$ cat src/rtl/hazard_ctrl_v2_pkg.sv
// Shared types for the hazard controller: state encoding, per-state control vectors, CP0 tag prefix.
package hazard_ctrl_v2_pkg;

  typedef enum logic [2:0] {
    RUN        = 3'd0,
    EXC        = 3'd1,
    EXC_WAIT   = 3'd2,
    MEM_WAIT   = 3'd3,
    LOAD_USE   = 3'd4,
    ALU_WAIT   = 3'd5,
    DRAIN      = 3'd6,
    FETCH_WAIT = 3'd7
  } state_t;

  // {stall F,D,E,M,W, flush D,E,M,W}
  localparam logic [8:0] CTRL_RUN        = 9'b00000_0000;
  localparam logic [8:0] CTRL_EXC        = 9'b11111_1111;
  localparam logic [8:0] CTRL_EXC_WAIT   = 9'b11111_1110;
  localparam logic [8:0] CTRL_MEM_WAIT   = 9'b11110_0001;
  localparam logic [8:0] CTRL_LOAD_USE   = 9'b11000_0100;
  localparam logic [8:0] CTRL_ALU_WAIT   = 9'b11100_0010;
  localparam logic [8:0] CTRL_DRAIN      = 9'b11000_0100;
  localparam logic [8:0] CTRL_FETCH_WAIT = 9'b10000_1000;

  localparam logic [1:0] CP0_PREFIX = 2'b01;

  function automatic logic [8:0] ctrl_of(input state_t s);
    logic [8:0] c;
    c = CTRL_RUN;
    case (s)
      EXC:        c = CTRL_EXC;
      EXC_WAIT:   c = CTRL_EXC_WAIT;
      MEM_WAIT:   c = CTRL_MEM_WAIT;
      LOAD_USE:   c = CTRL_LOAD_USE;
      ALU_WAIT:   c = CTRL_ALU_WAIT;
      DRAIN:      c = CTRL_DRAIN;
      FETCH_WAIT: c = CTRL_FETCH_WAIT;
      default:    c = CTRL_RUN;
    endcase
    return c;
  endfunction

endpackage

$ cat src/rtl/hazard_fwd_unit.sv
// Combinational forwarding select for one stage's two source operands.
// The nearer producer wins; a producer still holding a load result is never forwarded from.
module hazard_fwd_unit #(
  parameter int         REG_W    = 7,
  parameter logic [1:0] SEL_NEAR = 2'b01,
  parameter logic [1:0] SEL_FAR  = 2'b10
) (
  input  logic [REG_W-1:0] rs,
  input  logic [REG_W-1:0] rt,
  input  logic [REG_W-1:0] near_tag,
  input  logic             near_we,
  input  logic             near_ld,
  input  logic [REG_W-1:0] far_tag,
  input  logic             far_we,
  input  logic             far_ld,
  output logic [1:0]       fwd_a,
  output logic [1:0]       fwd_b
);

  function automatic logic [1:0] sel(input logic [REG_W-1:0] src);
    logic [1:0] s;
    s = 2'b00;
    if (near_we && near_tag == src && src != '0 && !near_ld)
      s = SEL_NEAR;
    else if (far_we && far_tag == src && src != '0 && !far_ld)
      s = SEL_FAR;
    return s;
  endfunction

  assign fwd_a = sel(rs);
  assign fwd_b = sel(rt);

endmodule

$ cat src/rtl/hazard_ctrl_v2.sv
// Prioritised hazard FSM with programmable post-op drain and D/E forwarding selects.
// Optional stall-cycle counter enabled by defining HAZARD_PERF_CNT_EN.
module hazard_ctrl_v2
  import hazard_ctrl_v2_pkg::*;
#(
  parameter int REG_W        = 7,
  parameter int DRAIN_CYCLES = 2
) (
  input  logic             clk,
  input  logic             rst,
  input  logic             exc_req,
  input  logic             if_stall,
  input  logic             mem_stall,
  input  logic             alu_busy,
  input  logic             branch_d,
  input  logic [REG_W-1:0] rs_d,
  input  logic [REG_W-1:0] rt_d,
  input  logic [REG_W-1:0] rs_e,
  input  logic [REG_W-1:0] rt_e,
  input  logic [REG_W-1:0] wreg_e,
  input  logic [REG_W-1:0] wreg_m,
  input  logic [REG_W-1:0] wreg_w,
  input  logic             regwrite_e,
  input  logic             regwrite_m,
  input  logic             regwrite_w,
  input  logic             memread_e,
  input  logic             memread_m,
  output logic             stall_f,
  output logic             stall_d,
  output logic             stall_e,
  output logic             stall_m,
  output logic             stall_w,
  output logic             flush_d,
  output logic             flush_e,
  output logic             flush_m,
  output logic             flush_w,
  output logic [1:0]       fwd_a_d,
  output logic [1:0]       fwd_b_d,
  output logic [1:0]       fwd_a_e,
  output logic [1:0]       fwd_b_e,
  output logic [2:0]       state_o,
  output logic [31:0]      stall_cnt
);

  localparam bit DRAIN_EN = (DRAIN_CYCLES > 0);
  localparam int CW = (DRAIN_CYCLES > 0) ? $clog2(DRAIN_CYCLES + 1) : 1;
  localparam logic [CW-1:0] DRAIN_LOAD = CW'(DRAIN_EN ? DRAIN_CYCLES - 1 : 0);

  state_t        state, next_state;
  logic [CW-1:0] drain_cnt;
  logic          load_use, cp0_wr_m, drain_req;
  logic [8:0]    ctrl;
  logic [1:0]    fa_d, fb_d, fa_e, fb_e;

  function automatic logic hit(input logic [REG_W-1:0] src, input logic we,
                               input logic [REG_W-1:0] dst);
    return we && dst == src && src != '0;
  endfunction

  assign load_use = (memread_e && (hit(rs_d, regwrite_e, wreg_e) || hit(rt_d, regwrite_e, wreg_e)))
                 || (branch_d && memread_m &&
                     (hit(rs_d, regwrite_m, wreg_m) || hit(rt_d, regwrite_m, wreg_m)));

  assign cp0_wr_m  = regwrite_m && wreg_m[REG_W-1:REG_W-2] == CP0_PREFIX;
  assign drain_req = DRAIN_EN && ((state == ALU_WAIT)
                               || (cp0_wr_m && state != DRAIN)
                               || (state == DRAIN && drain_cnt != '0));

  always_comb begin
    next_state = RUN;
    if (exc_req && (if_stall || mem_stall)) next_state = EXC_WAIT;
    else if (exc_req)                       next_state = EXC;
    else if (mem_stall)                     next_state = MEM_WAIT;
    else if (load_use)                      next_state = LOAD_USE;
    else if (alu_busy)                      next_state = ALU_WAIT;
    else if (drain_req)                     next_state = DRAIN;
    else if (if_stall)                      next_state = FETCH_WAIT;
  end

  // Leaving DRAIN for any reason discards the remaining count
  always_ff @(posedge clk or posedge rst) begin
    if (rst) begin
      state     <= RUN;
      drain_cnt <= '0;
    end else begin
      state <= next_state;
      if (next_state != DRAIN)  drain_cnt <= '0;
      else if (state != DRAIN)  drain_cnt <= DRAIN_LOAD;
      else                      drain_cnt <= drain_cnt - CW'(1);
    end
  end

  hazard_fwd_unit #(.REG_W(REG_W), .SEL_NEAR(2'b01), .SEL_FAR(2'b10)) u_fwd_d (
    .rs(rs_d), .rt(rt_d),
    .near_tag(wreg_e), .near_we(regwrite_e), .near_ld(memread_e),
    .far_tag(wreg_m),  .far_we(regwrite_m),  .far_ld(memread_m),
    .fwd_a(fa_d), .fwd_b(fb_d)
  );

  hazard_fwd_unit #(.REG_W(REG_W), .SEL_NEAR(2'b10), .SEL_FAR(2'b01)) u_fwd_e (
    .rs(rs_e), .rt(rt_e),
    .near_tag(wreg_m), .near_we(regwrite_m), .near_ld(memread_m),
    .far_tag(wreg_w),  .far_we(regwrite_w),  .far_ld(1'b0),
    .fwd_a(fa_e), .fwd_b(fb_e)
  );

  assign ctrl = rst ? 9'b0 : ctrl_of(next_state);
  assign {stall_f, stall_d, stall_e, stall_m, stall_w,
          flush_d, flush_e, flush_m, flush_w} = ctrl;

  assign fwd_a_d = rst ? 2'b00 : fa_d;
  assign fwd_b_d = rst ? 2'b00 : fb_d;
  assign fwd_a_e = rst ? 2'b00 : fa_e;
  assign fwd_b_e = rst ? 2'b00 : fb_e;
  assign state_o = state;

`ifdef HAZARD_PERF_CNT_EN
  logic [31:0] perf_q;
  always_ff @(posedge clk or posedge rst) begin
    if (rst)                                   perf_q <= '0;
    else if (stall_f && perf_q != 32'hFFFF_FFFF) perf_q <= perf_q + 32'd1;
  end
  assign stall_cnt = perf_q;
`else
  assign stall_cnt = 32'd0;
`endif

endmodule

$ cat config.mk
export PLATFORM = sky130hd
export DESIGN_NAME = hazard_ctrl_v2
export DESIGN_NICKNAME = d
export VERILOG_FILES = /design/src/rtl/hazard_ctrl_v2_pkg.sv /design/src/rtl/hazard_fwd_unit.sv /design/src/rtl/hazard_ctrl_v2.sv
export SDC_FILE = /design/constraint.sdc
export NUM_CORES = 1
export LEC_CHECK = 0
export ABC_AREA = 1
export ABC_CLOCK_PERIOD_IN_PS = 1400
export BUFFER_PORTS_ARGS = -buffer_cell sky130_fd_sc_hd__buf_2
export CORE_ASPECT_RATIO = 0.5
export CORE_UTILIZATION = 40
export CTS_BUF_LIST = sky130_fd_sc_hd__clkbuf_8
export DETAILED_ROUTE_END_ITERATION = 8
export PLACE_DENSITY = 0.86
export SETUP_SLACK_MARGIN = 0.15
export SYNTH_ARGS = -nofsm -noshare
export SYNTH_HDL_FRONTEND = slang
export SYNTH_SLANG_ARGS = --single-unit
$ cat constraint.sdc
create_clock -name clk -period 1.4 [get_ports clk]
set_input_delay 0.14 -clock clk [delete_from_list [all_inputs] [get_ports clk]]
set_output_delay 0.14 -clock clk [all_outputs]
set_load 0.03 [all_outputs]
[Word level (Yosys, flattened, before mapping)]
Index checks and enable logic that the tools add are counted.
Storage, ports and cells
  flip-flop bits (word level): 5
  input port bits: 61
  output and inout port bits: 52
  logic and storage cells: 89
Cells by class
  add/subtract/negate cells: 1
  eq/ne operators: 20
  muxes and demuxes: 23
  reduce and logical (&&, ||, !) cells: 43
Operators by type and width (number)
  $eq A7 B7 Y1: 8
  $pmux W9 S6: 1
  $logic_and A1 B1 Y1: 29
  $reduce_bool A7 Y1: 4
  $mux W2: 12
  $mux W3: 7
  $eq A3 B3 Y1 const B: 6
  $mux W9: 1
  $eq A3 B2 Y1 const B: 2
  $logic_or A1 B1 Y1: 6
  $ne A3 B3 Y1 const B: 2
  $eq A3 B1 Y1 const B: 1
  $eq A2 B1 Y1 const B: 1
  $logic_not A1 Y1: 2
  $mux W1: 2
  $reduce_bool A2 Y1: 1
  $reduce_or A2 Y1: 1
  $sub A2 B1 Y2 const B: 1

[Longest topological paths before layout]
Gate-level depths: netlist of the first run.
  depth after elaboration: 15
  depth in mapped cells: 15
  gate-level depth less buffers: 15

[By module]
Synthesis of the first run repeated with hierarchy kept, for this count alone.
Second synthesis, totals
  cells, all modules: 479
  area total of the unflattened synthesis: 2369.8 um^2
By module, submodules not included
  hazard_ctrl_v2: instances 1, cells an instance 209, area each 1238.7 um^2, sequential area each 125.1 um^2
  hazard_fwd_unit: instances 2, cells an instance 135, area each 565.5 um^2, sequential area each 0.0 um^2

[Worst setup path after synthesis of the first run]
OpenSTA, ideal clock, no wires.
  kind: register to output
  start point: register state[2], in the netlist state_o[2]
  end point: output port flush_w
  arrival time: 2.020 ns
  required time: 1.260 ns
  setup slack: -0.760 ns
  stages on the path, launching flop included: 9
  buffers on the path: 0
  cells stage by stage: dfrtp_1 > nand2_1 > nor2_2 > o211ai_2 > nor3_1 > nand3_2 > nand2_4 > clkinv_4 > nor3_1
On the way
  longest elaborated chain between the ends: 14
  elaborated cells between the ends (all ways): 23
  classes of those cells: 10 x eq/ne; 8 x mux; 5 x reduce/logical
RTL lines
  start, declared: RTL line hazard_ctrl_v2.sv:49  | state_t state, next_state;
  start signal, assigned: RTL line hazard_ctrl_v2.sv:86  | state <= next_state;
  $ne A3 B3 Y1: RTL line hazard_ctrl_v2.sv:66  | || (cp0_wr_m && state != DRAIN)
  $logic_and A1 B1 Y1: RTL line hazard_ctrl_v2.sv:66
  $logic_or A1 B1 Y1: RTL line hazard_ctrl_v2.sv:66
  $logic_or A1 B1 Y1 (*): RTL line hazard_ctrl_v2.sv:67  | || (state == DRAIN && drain_cnt != '0));
  $mux W3 (*): RTL line hazard_ctrl_v2.sv:76  | else if (drain_req) next_state = DRAIN;
  $mux W3 (*): RTL line hazard_ctrl_v2.sv:75  | else if (alu_busy) next_state = ALU_WAIT;
  $mux W3 (*): RTL line hazard_ctrl_v2.sv:74  | else if (load_use) next_state = LOAD_USE;
  $mux W3 (*): RTL line hazard_ctrl_v2.sv:73  | else if (mem_stall) next_state = MEM_WAIT;
  $mux W3 (*): RTL line hazard_ctrl_v2.sv:72  | else if (exc_req) next_state = EXC;
  $mux W3 (*): RTL line hazard_ctrl_v2.sv:71  | if (exc_req && (if_stall || mem_stall)) next_state = EXC_WAIT;
  named net next_state[2]: RTL line hazard_ctrl_v2.sv:49
  $eq A3 B3 Y1: RTL line hazard_ctrl_v2_pkg.sv:30  | case (s)
  $reduce_or A2 Y1 (no line)
  $pmux W9 S6 (*): RTL line hazard_ctrl_v2_pkg.sv:30
  $mux W9 (*): RTL line hazard_ctrl_v2.sv:107  | assign ctrl = rst ? 9'b0 : ctrl_of(next_state);
  end, declared: RTL line hazard_ctrl_v2.sv:36  | output logic flush_w,
The timed path passes the listed nets; every way through them passes the cells marked *.

[Final worst setup path of the first run]
  start point: register drain_cnt[1]
  end point: output port flush_m
On the way
  longest elaborated chain between the ends: 13
  elaborated cells between the ends (all ways): 19
  classes of those cells: 7 x eq/ne; 8 x mux; 4 x reduce/logical
RTL lines
  start, declared: RTL line hazard_ctrl_v2.sv:50  | logic [CW-1:0] drain_cnt;
  start signal, assigned: RTL line hazard_ctrl_v2.sv:89  | else drain_cnt <= drain_cnt - CW'(1);
  $reduce_bool A2 Y1 (*): RTL line hazard_ctrl_v2.sv:67
  $logic_and A1 B1 Y1 (*): RTL line hazard_ctrl_v2.sv:67
  $logic_or A1 B1 Y1 (*): RTL line hazard_ctrl_v2.sv:67
  $mux W3 (*): RTL line hazard_ctrl_v2.sv:76
  $mux W3 (*): RTL line hazard_ctrl_v2.sv:75
  $mux W3 (*): RTL line hazard_ctrl_v2.sv:74
  $mux W3 (*): RTL line hazard_ctrl_v2.sv:73
  $mux W3 (*): RTL line hazard_ctrl_v2.sv:72
  $mux W3 (*): RTL line hazard_ctrl_v2.sv:71
  named net next_state[2]: RTL line hazard_ctrl_v2.sv:49
  $eq A3 B3 Y1: RTL line hazard_ctrl_v2_pkg.sv:30
  $reduce_or A2 Y1 (no line)
  $pmux W9 S6 (*): RTL line hazard_ctrl_v2_pkg.sv:30
  $mux W9 (*): RTL line hazard_ctrl_v2.sv:107
  end, declared: RTL line hazard_ctrl_v2.sv:35  | output logic flush_m,
Marks and branches as above.

==> out/metrics.cfg, run 1 <==
[run_status]
status=finished with violations
violations=setup timing

[synth]
synth_seq_area_share=0.0723
synth.ff_latch_count=5
yosys_warnings=0
synth_area_per_cell_sq_um=5.48
synth_area_leader_cell=nand2_1
ys_top_cells_by_area=nand2_1 (20%), buf_4 (14%), inv_1 (11%)
syn_area_sq_um=1730
syn_inst=316
synth_top_area_frac=0.199
synth_cell_types=35

[pwr]
p_int_w=0.000770
ir_drop_uv=501
seqPwrFrac=0.108
power.density_nw_per_um2=472
switching_share=0.492
power.total_w=0.00152
p_leak_nw=1.70
p_comb_frac=0.707
switchingPower_w=0.000747
clkPwrFrac=0.185

[global_route]
antenna_found_initial=0
gr-total-overflow=0
grt_first_pass_wirelength_microns=11600
grt_usage=0.320
use_met3=0.0535
grt_pass1_vias=2503
gr-usage-met1=0.384
grt_max_degree=13
grtUsageMet2=0.541
top_usage_layer=met2

[clocking]
clkTransAtPathRegs_ps=40
cts_tree=yes
clock-root-buffer=clkbuf_8
clk_path_buf_depth=2
htree_num_levels=1
cts_sinks=5
cts_buffers=3
clock_latency_ps=220

[finish]
area.growth.synth_to_final_pct=85.5
layout.nets=513
final_util=0.799
fin_cells=504
post-route-cell-area_sq_um=3210
mostFrequentLayoutCells=nand2_1 (81), buf_6 (46), buf_2 (40), buf_4 (38), conb_1 (32)
final_common_cell=nand2_1
drive_above_1_share=0.524
diodes=0

[timing]
rsz0062_at_grt=true
tightest_slew_ps=565
setup_ws_ps=-854
slew_headroom=0.620
finalHoldViolations=0
slew_violations=0
setup_viol=17
timing.fmax_mhz=444
min_period_ps=2250
worst_clock_skew_ps=0.970
post-route-period-util=1.61

[drt]
wirelength_microns=9630
ant_nets=0
vias_per_cell=5.77
wl_per_cell_microns=19.1
dr.pass1.iters=5
vias=2909
drc=0
drtIter0Drc=274

[setup_path]
required_ps=1260
crit_path_end_kind=output pin
path_class=reg -> out
crit_path_max_fanout=3
cp.arrival_ps=2110
cp-start-kind=register

[placement]
placed_cell_area_sq_um=2490
place_hpwl_microns=4600
port_buffers=80
gp_congestion=0.935
place_inst=485

[floorplan]
die_w_microns=95.1
initial_core_util=0.430
fp.dieH_microns=48.5
die_area_sq_um=4610
num_rows=16
io_pins=113
core_area_sq_um=4020

[min_path]
min_path_type=in -> reg

[job]
cap_violations=0

[worst paths after layout]
check / startpoint / end / slack, ps / cells past startpoint
worst min-delay path: alu_busy / state_o[2] / 570 / 7
min in group asynchronous: rst / drain_cnt[0] / 650 / 4
worst max register to register: drain_cnt[1] / drain_cnt[1] / -530 / 13
worst min register to register: drain_cnt[0] / drain_cnt[0] / 650 / 3
max in group asynchronous: rst / state_o[0] / 500 / 4
worst max-delay path: drain_cnt[1] / flush_m / -850 / 13
[synth_stat cells (all sizes together)]
library cell	n
nand2	100
inv	57
nor2	33
buf	32
nand3	19
a21oi	8
nor3	8
xnor2	8
nand4	7
o21ai	7
xor2	6
dfrtp	5
nor4	5
a221oi	3
o211ai	3
o22ai	3
o2111ai	2
or2	2
a2111oi	1
clkbuf	1
clkinv	1
conb	1
ha	1
nand3b	1
o2111a	1
o21bai	1
[state kept, by name, summed over array words and instances, names as in the netlist]
name and count:
drain_cnt 2, state_o 3
[per-layer routing]
| layer | part of all wire | routed length [microns] |
|---|---|---|
| met5 | 0 | 0 |
| met4 | 0.091 | 880 |
| met3 | 0.14 | 1320 |
| met2 | 0.42 | 4080 |
| met1 | 0.35 | 3340 |
[layout make-up]
cell class | count | area [sq um]
Inverter | 58 | 250
Sequential cell | 5 | 129
Multi-Input combinational cell | 251 | 1590
Timing Repair Buffer | 132 | 1130
Clock buffer | 3 | 41.3
Clock inverter | 1 | 3.75
Fill cell | 228 | 811
Tap cell | 54 | 67.6
[power by group through the flow]
stage	Combinational, W	Clock [W]	Sequential (W)
after floorplan	0.000508	0	0.000175
after global routing	0.00111	0.000291	0.000163
after CTS	0.000864	0.000264	0.000161
final	0.00107	0.000281	0.000163
after global placement	0.000747	0	0.000162
after detailed placement	0.000757	0	0.000163
[stage by stage]
stage          setup WS, ps  hold slack [ps]  TNS, ps
2_1_floorplan          -338            -26.8    -2210
3_3_place_gp           -419              225    -3320
3_5_place_dp           -447              217    -3730
4_1_cts                -631              424    -5510
5_1_grt                -930              578    -9090
6_report               -854              573    -8070
[worst max-delay path, cell delays in order (launching register included)]
cell      delay [ps]
dfrtp_1          390
inv_2             90
ha_4             150
inv_2             40
nand2_2           60
o211ai_4          80
nor3_2           270
nand3_2          140
nand2_4          130
clkinv_4          80
nand3_4           70
nand3_4          100
nor2_4           130
buf_6            130
[timing repair]
action / in CTS / in global routing
endpoints found under the setup margin: 20 / 20
resized for setup: 81 / 85
buffers inserted: 6 / 8
hold buffers: 1 / 0
pin swaps: 30 / 30
endpoints found under the hold margin: 5 / 0
[logic make-up after synthesis]
logic type | Yosys count | share of synthesized area
other | 1 | 0.00217
xor gates and xnor gates | 14 | 0.0708
adders and majority gates | 1 | 0.00722
buffers and inverters | 91 | 0.270
AOI/OAI and AO/OA | 29 | 0.113
DFF | 5 | 0.0723
and+or+nand+nor | 175 | 0.465
(Power assumes the default switching activity.)
==> run 2: changes to the inputs <==
--- a/config.mk
+++ b/config.mk
@@ -9,6 +9,7 @@
 export ABC_CLOCK_PERIOD_IN_PS = 1400
 export BUFFER_PORTS_ARGS = -buffer_cell sky130_fd_sc_hd__buf_2
 export CORE_ASPECT_RATIO = 0.5
+export CORE_MARGIN = 4
 export CORE_UTILIZATION = 40
 export CTS_BUF_LIST = sky130_fd_sc_hd__clkbuf_8
 export DETAILED_ROUTE_END_ITERATION = 8
==> out/metrics.cfg, run 2 (synthesis results as in run 1) <==
[drt]
drtIter0Drc=267  ; was 274
wl_per_cell_microns=18.5  ; was 19.1 microns
wirelength_microns=9270  ; was 9630 microns
drc=0  ; unchanged
vias=2886  ; was 2909
vias_per_cell=5.77  ; about the same
ant_nets=0  ; unchanged
dr.pass1.iters=6  ; was 5

[timing]
timing.fmax_mhz=449  ; was 444 MHz
rsz0062_at_grt=true  ; unchanged
finalHoldViolations=0  ; unchanged
hold_ws_ps=11.8  ; was 573 ps
setup_viol=16  ; was 17
worst_clock_skew_ps=7.97  ; was 0.970 ps
post-route-period-util=1.59  ; was 1.61
setup_ws_ps=-829  ; was -854 ps
min_period_ps=2230  ; was 2250 ps
slew_violations=0  ; unchanged

[floorplan]
core_area_sq_um=4020  ; unchanged
io_pins=113  ; unchanged
num_rows=16  ; unchanged
initial_core_util=0.430  ; unchanged
die_area_sq_um=5510  ; was 4610 sq um
fp.dieH_microns=54.5  ; was 48.5 microns
die_w_microns=101  ; was 95.1 microns

[clocking]
cts_tree=yes  ; unchanged
cts_buffers=3  ; unchanged
clock-root-buffer=clkbuf_8  ; unchanged
clkTransAtPathRegs_ps=40  ; about the same
clk_path_buf_depth=2  ; unchanged
cts_sinks=5  ; unchanged
htree_num_levels=1  ; unchanged
clock_latency_ps=230  ; was 220 ps

[setup_path]
reg2reg_slack_ps=-630  ; was -530 ps
cp.arrival_ps=2090  ; was 2110 ps
r2r-start=drain_cnt[1]  ; unchanged
rr_worst_depth=15  ; was 13
cp_cell_sequence=inv_1 > ha_2 > inv_2 > nand2_1 > o211ai_2 > nor2_1 > nor2_1 > nand3_2 > nand2_4 > nand2_4 > nand2_4 > nand3_4 > nor2_4 > buf_6  ; was inv_2 > ha_4 > inv_2 > nand2_2 > o211ai_4 > nor3_2 > nand3_2 > nand2_4 > clkinv_4 > nand3_4 > nand3_4 > nor2_4 > buf_6
endpoint=flush_m  ; unchanged
path_class=reg -> out  ; unchanged
crit_path_max_fanout=4  ; was 3
crit_start=drain_cnt[1]  ; unchanged
required_ps=1260  ; about the same
slowest_stage=dfrtp_1  ; unchanged
r2r_end=drain_cnt[1]  ; unchanged
cp_common_cell=nand2_4
crit_path_end_kind=output pin  ; unchanged
cp-start-kind=register  ; unchanged
cp_slowest_stage_delay_ps=350  ; was 390 ps

[run_status]
status=finished with violations  ; unchanged
violations=setup timing  ; unchanged

[global_route]
grt_max_degree=13  ; unchanged
grt_first_pass_wirelength_microns=10900  ; was 11600 microns
grt_usage=0.247  ; was 0.320
antenna_found_initial=0  ; unchanged
grt_pass1_vias=2394  ; was 2503
gr-total-overflow=0  ; unchanged

[finish]
final_util=0.769  ; was 0.799
mostFrequentLayoutCells=nand2_1 (82), buf_4 (44), buf_6 (42), buf_2 (37), conb_1 (32)  ; was nand2_1 (81), buf_6 (46), buf_2 (40), buf_4 (38), conb_1 (32)
diodes=0  ; unchanged
multi_input_area_sq_um=1560  ; was 1590 sq um
fin_cells=500  ; was 504
layout.nets=509  ; was 513
seqCellArea_sq_um=129  ; unchanged
area.growth.synth_to_final_pct=78.7  ; was 85.5%
largest_register_ffs=3  ; unchanged
nFillCells=258  ; was 228
post-route-cell-area_sq_um=3090  ; was 3210 sq um
final_common_cell=nand2_1  ; unchanged
drive_above_1_share=0.520  ; was 0.524

[pwr]
p_comb_frac=0.701  ; was 0.707
p_leak_nw=1.66  ; was 1.70 nW
ir_drop_uv=557  ; was 501 uV
switching_share=0.494  ; was 0.492
power.density_nw_per_um2=472  ; about the same
power.total_w=0.00146  ; was 0.00152 W
seqPwrFrac=0.113  ; was 0.108
clkPwrFrac=0.186  ; was 0.185
p_int_w=0.000740  ; was 0.000770 W
switchingPower_w=0.000722  ; was 0.000747 W

[placement]
place_inst=485  ; unchanged
place_hpwl_microns=4860  ; was 4600 microns
port_buffers=80  ; unchanged
gp_congestion=0.953  ; was 0.935
placed_cell_area_sq_um=2480  ; was 2490 sq um

[min_path]
min_path_type=in -> async  ; was in -> reg

[job]
cap_violations=0  ; unchanged

run 2: cell count changes in the layout (fill, tap and decap cells not counted), sizes merged:
| cell | before | now |
|---|---|---|
| buf | 131 | 127 |
| clkinv | 2 | 1 |
| inv | 57 | 58 |
run 2: layer usage:
layer  routed length (microns)  GRT usage
met1                      3210      0.280
met2                      4270      0.468
met3                      1020     0.0483
met4                       772      0.104
met5                         0          0
run 2: per-stage QoR:
| stage | setup WS (ps) | TNS [ps] |
|---|---|---|
| floorplan | -338 | -2210 |
| global placement | -404 | -3190 |
| detailed placement | -433 | -3720 |
| CTS | -652 | -5470 |
| global route | -924 | -9140 |
| finish | -829 | -7940 |
run 2: critical path: cells and delay by family, from the launching register on:
kind            cells  cell delay [ps]
simple gates        9              990
flops               1              350
buf+inv             3              240
fa+ha+maj           1              170
compound gates      1              100
run 2: worst min path at each step:
stage,from,to,cells after the start
after floorplan,rst,drain_cnt[0],1
after global placement,rst,drain_cnt[1],3
after detailed placement,rst,drain_cnt[1],3
after CTS,rst,drain_cnt[0],3
after global routing,rst,state_o[1],3
final,rst,state_o[1],3
run 2: area by class of cell:
cell class	instances	share of cell area
Multi-Input combinational cell	251	0.503
Clock buffer	3	0.0133
Timing Repair Buffer	128	0.342
Inverter	58	0.0768
Tap cell	54	0.0218
Sequential cell	5	0.0416
Clock inverter	1	0.00121
run 2: power groups by stage:
stage	Clock (W)	Combinational [W]	Sequential [W]
3_5_place_dp	0	0.000751	0.000163
2_1_floorplan	0	0.000508	0.000175
5_1_grt	0.000283	0.00107	0.000164
4_1_cts	0.000264	0.000867	0.000161
3_3_place_gp	0	0.000743	0.000162
6_report	0.000272	0.00102	0.000165
run 2: repair_timing:
item                                   CTS  global route
hold buffers                             1             0
buffers inserted                         5             5
pin swaps                               26            24
endpoints found under the hold margin    1             0
setup endpoints to repair               20            20
gates resized for setup                 96            58
